### src/rtl/change_dispenser_if.sv
// ----------------------------------------------------------------------------
// change_dispenser_if
// Bundles the request/pacing inputs and the coin/status outputs of the change
// dispenser so the vending top level can hand one connection to the block.
//   master : drives tick_en, start, amount, abort; observes everything else
//   slave  : the dispenser itself
// Optional macro CHANGE_FIVE_EN adds the coin5 output.
// ----------------------------------------------------------------------------
interface change_dispenser_if;
  logic       tick_en;
  logic       start;
  logic [7:0] amount;
  logic       abort;
  logic       coin10;
  logic       coin1;
`ifdef CHANGE_FIVE_EN
  logic       coin5;
`endif
  logic       busy;
  logic       done;
  logic       aborted;
  logic [7:0] remaining;

  modport master (
    output tick_en, start, amount, abort,
`ifdef CHANGE_FIVE_EN
    input  coin5,
`endif
    input  coin10, coin1, busy, done, aborted, remaining
  );

  modport slave (
    input  tick_en, start, amount, abort,
`ifdef CHANGE_FIVE_EN
    output coin5,
`endif
    output coin10, coin1, busy, done, aborted, remaining
  );
endinterface

### src/rtl/change_dispenser.sv
// ----------------------------------------------------------------------------
// change_dispenser
// Pays out a post-purchase balance as timed coin-eject pulses: 10-RMB coins
// first, then 1-RMB coins (5-RMB in between when CHANGE_FIVE_EN is defined).
// Pulse/gap timing is counted in tick_en strobes; all logic on posedge clk.
// Ports:
//   clk, rst     system clock, synchronous active-high reset
//   bus (slave)  tick_en, start, amount[7:0], abort in;
//                coin10, coin1, [coin5], busy, done, aborted, remaining[7:0] out
// Optional macro: CHANGE_FIVE_EN (adds coin5 and the 5-RMB denomination).
// ----------------------------------------------------------------------------
module change_dispenser #(
  parameter int PULSE_TICKS = 2,
  parameter int GAP_TICKS   = 1,
  parameter int CNT_W       = 4
) (
  input  logic              clk,
  input  logic              rst,
  change_dispenser_if.slave bus
);

  typedef enum logic [2:0] {
    S_IDLE  = 3'd0,
    S_SEL   = 3'd1,
    S_PULSE = 3'd2,
    S_GAP   = 3'd3,
    S_FIN   = 3'd4
  } state_t;

  state_t           state_q;
  logic [CNT_W-1:0] cnt_q;
  logic [3:0]       denom_q;
  logic             coin10_q;
  logic             coin1_q;
`ifdef CHANGE_FIVE_EN
  logic             coin5_q;
`endif
  logic             busy_q;
  logic             done_q;
  logic             aborted_q;
  logic [7:0]       remaining_q;

  logic [CNT_W-1:0] cnt_inc_s;
  logic             pulse_end_s;
  logic             gap_end_s;

  assign cnt_inc_s   = cnt_q + {{(CNT_W-1){1'b0}}, 1'b1};
  assign pulse_end_s = bus.tick_en && (cnt_inc_s == CNT_W'(PULSE_TICKS));
  assign gap_end_s   = bus.tick_en && (cnt_inc_s == CNT_W'(GAP_TICKS));

  // Payout FSM with all outputs registered.
  always_ff @(posedge clk) begin
    if (rst) begin
      state_q     <= S_IDLE;
      cnt_q       <= '0;
      denom_q     <= 4'd0;
      coin10_q    <= 1'b0;
      coin1_q     <= 1'b0;
`ifdef CHANGE_FIVE_EN
      coin5_q     <= 1'b0;
`endif
      busy_q      <= 1'b0;
      done_q      <= 1'b0;
      aborted_q   <= 1'b0;
      remaining_q <= 8'd0;
    end else begin
      done_q    <= 1'b0;
      aborted_q <= 1'b0;
      if ((state_q != S_IDLE) && bus.abort) begin
        // Abort drops any coin immediately; a truncated pulse is not charged.
        state_q  <= S_IDLE;
        coin10_q <= 1'b0;
        coin1_q  <= 1'b0;
`ifdef CHANGE_FIVE_EN
        coin5_q  <= 1'b0;
`endif
        busy_q    <= 1'b0;
        aborted_q <= 1'b1;
      end else begin
        case (state_q)
          S_IDLE: begin
            // Abort in the same cycle as start suppresses the request entirely.
            if (bus.start && !bus.abort) begin
              if (bus.amount != 8'd0) begin
                remaining_q <= bus.amount;
                busy_q      <= 1'b1;
                state_q     <= S_SEL;
              end else begin
                done_q <= 1'b1;
              end
            end
          end
          S_SEL: begin
            cnt_q <= '0;
            if (remaining_q >= 8'd10) begin
              denom_q  <= 4'd10;
              coin10_q <= 1'b1;
              state_q  <= S_PULSE;
`ifdef CHANGE_FIVE_EN
            end else if (remaining_q >= 8'd5) begin
              denom_q  <= 4'd5;
              coin5_q  <= 1'b1;
              state_q  <= S_PULSE;
`endif
            end else if (remaining_q != 8'd0) begin
              denom_q  <= 4'd1;
              coin1_q  <= 1'b1;
              state_q  <= S_PULSE;
            end else begin
              // done is high for the whole FIN cycle; busy drops after it.
              done_q  <= 1'b1;
              state_q <= S_FIN;
            end
          end
          S_PULSE: begin
            if (pulse_end_s) begin
              remaining_q <= remaining_q - {4'd0, denom_q};
              coin10_q    <= 1'b0;
              coin1_q     <= 1'b0;
`ifdef CHANGE_FIVE_EN
              coin5_q     <= 1'b0;
`endif
              cnt_q       <= '0;
              state_q     <= S_GAP;
            end else if (bus.tick_en) begin
              cnt_q <= cnt_inc_s;
            end else begin
              cnt_q <= cnt_q;
            end
          end
          S_GAP: begin
            if (gap_end_s) begin
              cnt_q   <= '0;
              state_q <= S_SEL;
            end else if (bus.tick_en) begin
              cnt_q <= cnt_inc_s;
            end else begin
              cnt_q <= cnt_q;
            end
          end
          S_FIN: begin
            busy_q  <= 1'b0;
            state_q <= S_IDLE;
          end
          default: begin
            state_q  <= S_IDLE;
            coin10_q <= 1'b0;
            coin1_q  <= 1'b0;
`ifdef CHANGE_FIVE_EN
            coin5_q  <= 1'b0;
`endif
            busy_q   <= 1'b0;
          end
        endcase
      end
    end
  end

  assign bus.coin10    = coin10_q;
  assign bus.coin1     = coin1_q;
`ifdef CHANGE_FIVE_EN
  assign bus.coin5     = coin5_q;
`endif
  assign bus.busy      = busy_q;
  assign bus.done      = done_q;
  assign bus.aborted   = aborted_q;
  assign bus.remaining = remaining_q;

endmodule
### src/flat_wrapper.sv
// flat-port wrapper written by rule: the top's interface ports become plain ports
module change_dispenser_flat 
#(
  parameter int PULSE_TICKS = 2,
  parameter int GAP_TICKS   = 1,
  parameter int CNT_W       = 4
)
  (clk, rst, bus_tick_en, bus_start, bus_amount, bus_abort, bus_coin10, bus_coin1, bus_busy, bus_done, bus_aborted, bus_remaining);
  change_dispenser_if bus_i ();
  input  logic clk;
  input  logic rst;
  input wire logic [$bits(bus_i.tick_en)-1:0] bus_tick_en;
  input wire logic [$bits(bus_i.start)-1:0] bus_start;
  input wire logic [$bits(bus_i.amount)-1:0] bus_amount;
  input wire logic [$bits(bus_i.abort)-1:0] bus_abort;
  output wire logic [$bits(bus_i.coin10)-1:0] bus_coin10;
  output wire logic [$bits(bus_i.coin1)-1:0] bus_coin1;
  output wire logic [$bits(bus_i.busy)-1:0] bus_busy;
  output wire logic [$bits(bus_i.done)-1:0] bus_done;
  output wire logic [$bits(bus_i.aborted)-1:0] bus_aborted;
  output wire logic [$bits(bus_i.remaining)-1:0] bus_remaining;
  assign bus_i.tick_en = bus_tick_en;
  assign bus_i.start = bus_start;
  assign bus_i.amount = bus_amount;
  assign bus_i.abort = bus_abort;
  assign bus_coin10 = bus_i.coin10;
  assign bus_coin1 = bus_i.coin1;
  assign bus_busy = bus_i.busy;
  assign bus_done = bus_i.done;
  assign bus_aborted = bus_i.aborted;
  assign bus_remaining = bus_i.remaining;
  change_dispenser #(.PULSE_TICKS(PULSE_TICKS), .GAP_TICKS(GAP_TICKS), .CNT_W(CNT_W)) u_core (.clk(clk), .rst(rst), .bus(bus_i));
endmodule
### config.mk
export PLATFORM = sky130hd
export DESIGN_NAME = change_dispenser_flat
export DESIGN_NICKNAME = d
export VERILOG_FILES = /design/src/rtl/change_dispenser_if.sv /design/src/rtl/change_dispenser.sv /design/src/flat_wrapper.sv
export SDC_FILE = /design/constraint.sdc
export NUM_CORES = 1
export LEC_CHECK = 0
export CORE_MARGIN = 8
export CORE_UTILIZATION = 57
export CTS_BUF_LIST = sky130_fd_sc_hd__clkbuf_2
export DETAILED_ROUTE_END_ITERATION = 7
export PLACE_DENSITY = 0.86
export REMOVE_ABC_BUFFERS = 1
export SETUP_SLACK_MARGIN = 0.5
export SLEW_MARGIN = 20
export SYNTH_ARGS = -nofsm -noshare
export SYNTH_HDL_FRONTEND = slang
export SYNTH_SLANG_ARGS = --single-unit
### constraint.sdc
create_clock -name clk -period 4.12 [get_ports clk]
set_input_delay 0.824 -clock clk [delete_from_list [all_inputs] [get_ports clk]]
set_output_delay 0.824 -clock clk [all_outputs]
set_load 0.02 [all_outputs]
==> flow_metrics.tcl <==
set metrics [dict create \
    vias 1480 \
    antenna_cells 0 \
    power.share.switching_pct 33.2 \
    power.net_switching_uw 147 \
    routedWlPerCell_um 16.9 \
    relSlewSlack_pct 46.0 \
    drtAntennaViolNets 0 \
    place_area_um2 1690 \
    synth-seq-cells 22 \
    postCtsHoldBufs 0 \
    gp_congestion 0.918 \
    die_w_um 66.1 \
    hold_violations 0 \
    drc 0 \
    numCtsBuffers 3 \
    row_count 18 \
    track_usage_pct 17.3 \
    die_area_um2 4370 \
    maxSlewViolCount 0 \
    port_buffers 25 \
    cp-end-kind "register" \
    grt_max_degree 17 \
    place_hpwl_um 2930 \
    fin_area_um2 1700 \
    fmax_mhz 413 \
    post_cts_buffers 0 \
    dp_cells 224 \
    yosys.area.top_type "dfxtp_1" \
    fin_hold_ws_ns 0.503 \
    hold_class "register to register" \
    core_um2 2430 \
    instances_no_fill 227 \
    drv_cap 0 \
    cts.sinks 22 \
    finalSetupViolCount 0 \
    clkTransAtPathRegs_ns 0.20 \
    antenna_found_initial 0 \
    wirelength_um 3850 \
    power_density_nw_per_um2 259 \
    htreeDepth 1 \
    pwr-share-seq_pct 53.2 \
    synth_area_leaders "dfxtp_1 31%, ha_1 5.2%, nor2_1 5.0%" \
    ys_warn_count 0 \
    grt_overflow 0 \
    dieHeight_um 66.1 \
    required_ns 4.38 \
    clock_power_share_pct 20.0 \
    cts-root-buf "clkbuf_2" \
    synthDistinctLibCells 57 \
    cts_tree "yes" \
    cts_buffer_depth 2 \
    synth_edf_count 0 \
    area_growth_pct 19.0 \
    synthCells 176 \
    syn_area_per_cell_um2 8.13 \
    num-nets-final 219 \
    status "complete, no violations" \
    drive_above_1_share_pct 4.57 \
    dp_slack_ns 1.40 \
    drt-vias-per-instance 6.52 \
    power.leakage_uw 0.000612 \
    comb_power_share_pct 26.8 \
    boundaryPins 26 \
    critPathLaunchType "primary input" \
    period_needed_ns 2.42 \
    period_share_pct 58.8 \
    ys_async_sr_fraction_pct 0 \
    p_int_uw 295 \
    netlist_top_cells_count "22 x dfxtp_1, 19 x nor2_1, 14 x a21oi_1" \
    cp.arrival_ns 2.68 \
    ir_drop_uv 204 \
    ys.flop_type "dfxtp_1" \
    clkLatencyLatePin_ns 0.34 \
    fin_ws_ns 1.70 \
    skew_ns 0.0208 \
    grt_setup_unrepaired "no" \
    yosysSeqAreaShare_pct 30.8 \
    syn_area_um2 1430 \
    drtIter0Drc 108 \
    setup_tns_ns 0 \
    cts_resized 0 \
    netlist.area_leader.share_pct 30.8 \
    r2r_slack_ns 2.01 \
    grt_pass1_wl_um 6180 \
    drtPass1Iterations 4 \
    synth_most_common_cell "dfxtp_1" \
    critPathMaxFanout 6 \
    start_util_pct 58.8 \
    tightestPinTransition_ns 0.802 \
    path_class "primary input to register" \
    grt_pass1_vias 1317 \
]
stage by stage:
step	util, %	total power (uW)
4_1_cts	70.0	441
3_5_place_dp	69.4	355
2_1_floorplan	-	306
5_1_grt	70.0	464
6_report	70.0	442
3_3_place_gp	69.4	352
per-layer routing:
| metal | routed length, um | share of wire (%) | up-vias | global-route usage (%) |
|---|---|---|---|---|
| li1 | - | - | 710 | - |
| met1 | 1710 | 44 | 698 | 23.0 |
| met2 | 1800 | 47 | 70 | 27.6 |
| met3 | 314 | 8.2 | 2 | 3.56 |
| met4 | 25 | 0.65 | 0 | 4.53 |
| met5 | 0 | 0 | - | 0 |
cells in the final DEF (no fill, tap or decap), types with 4 or more instances in the layout:
cell type,n
a211oi_1,4
a21oi_1,14
clkdlybuf4s50_1,25
dfxtp_1,22
ha_1,6
inv_1,9
nand2_1,10
nand3_1,5
nor2_1,19
nor3_1,10
nor4_1,6
o21ai_0,4
o21ai_1,4
sequential cells by signal (all words and copies together) (netlist names):
signal and count:
u_core.state_q 3, u_core.bus.coin10 1, u_core.bus.aborted 1, u_core.denom_q 2, u_core.bus.busy 1, u_core.cnt_q 4
u_core.bus.done 1, u_core.bus.coin1 1, u_core.bus.remaining 8
power groups by stage:
stage                     clock network (uW)  logic, uW  registers (uW)
after floorplan                            0       60.6             245
after global placement                     0        114             238
after detailed placement                   0        117             239
after CTS                               89.6        117             234
after global routing                     100        126             237
final                                   88.5        118             235
path summary, 6_finish.rpt:
kind,from,to,cells past startpoint
setup / recovery,bus_amount[6],u_core.bus.remaining[7],6
hold / removal,u_core.bus.busy,u_core.bus.busy,1
setup reg to reg,u_core.cnt_q[1],u_core.cnt_q[2],7
hold reg to reg,u_core.bus.busy,u_core.bus.busy,1
final cells by class:
class | instances | area (um2)
inverters | 10 | 37.5
multi-input cells | 137 | 922
fillers | 195 | 729
well taps | 30 | 37.5
flip-flops and latches | 22 | 440
repair buffers | 25 | 250
clock buffers | 3 | 15.0
cells by family after synthesis:
family	after synthesis	synth area share (%)
AOI/OAI and AO/OA	58	30.3
and+or+nand+nor	67	24.0
xor gates and xnor gates	2	1.22
adders and majority gates	8	7.34
muxes	2	1.49
DFF	22	30.8
buffers and inverters	17	4.81
worst max-delay path, cell delays in order:
cell and delay, ns:
clkdlybuf4s50_1 0.44, nor4_1 0.46, a21boi_1 0.21, o21ai_1 0.41, nor2_1 0.13, a211oi_1 0.21
(Power assumes the default switching activity.)
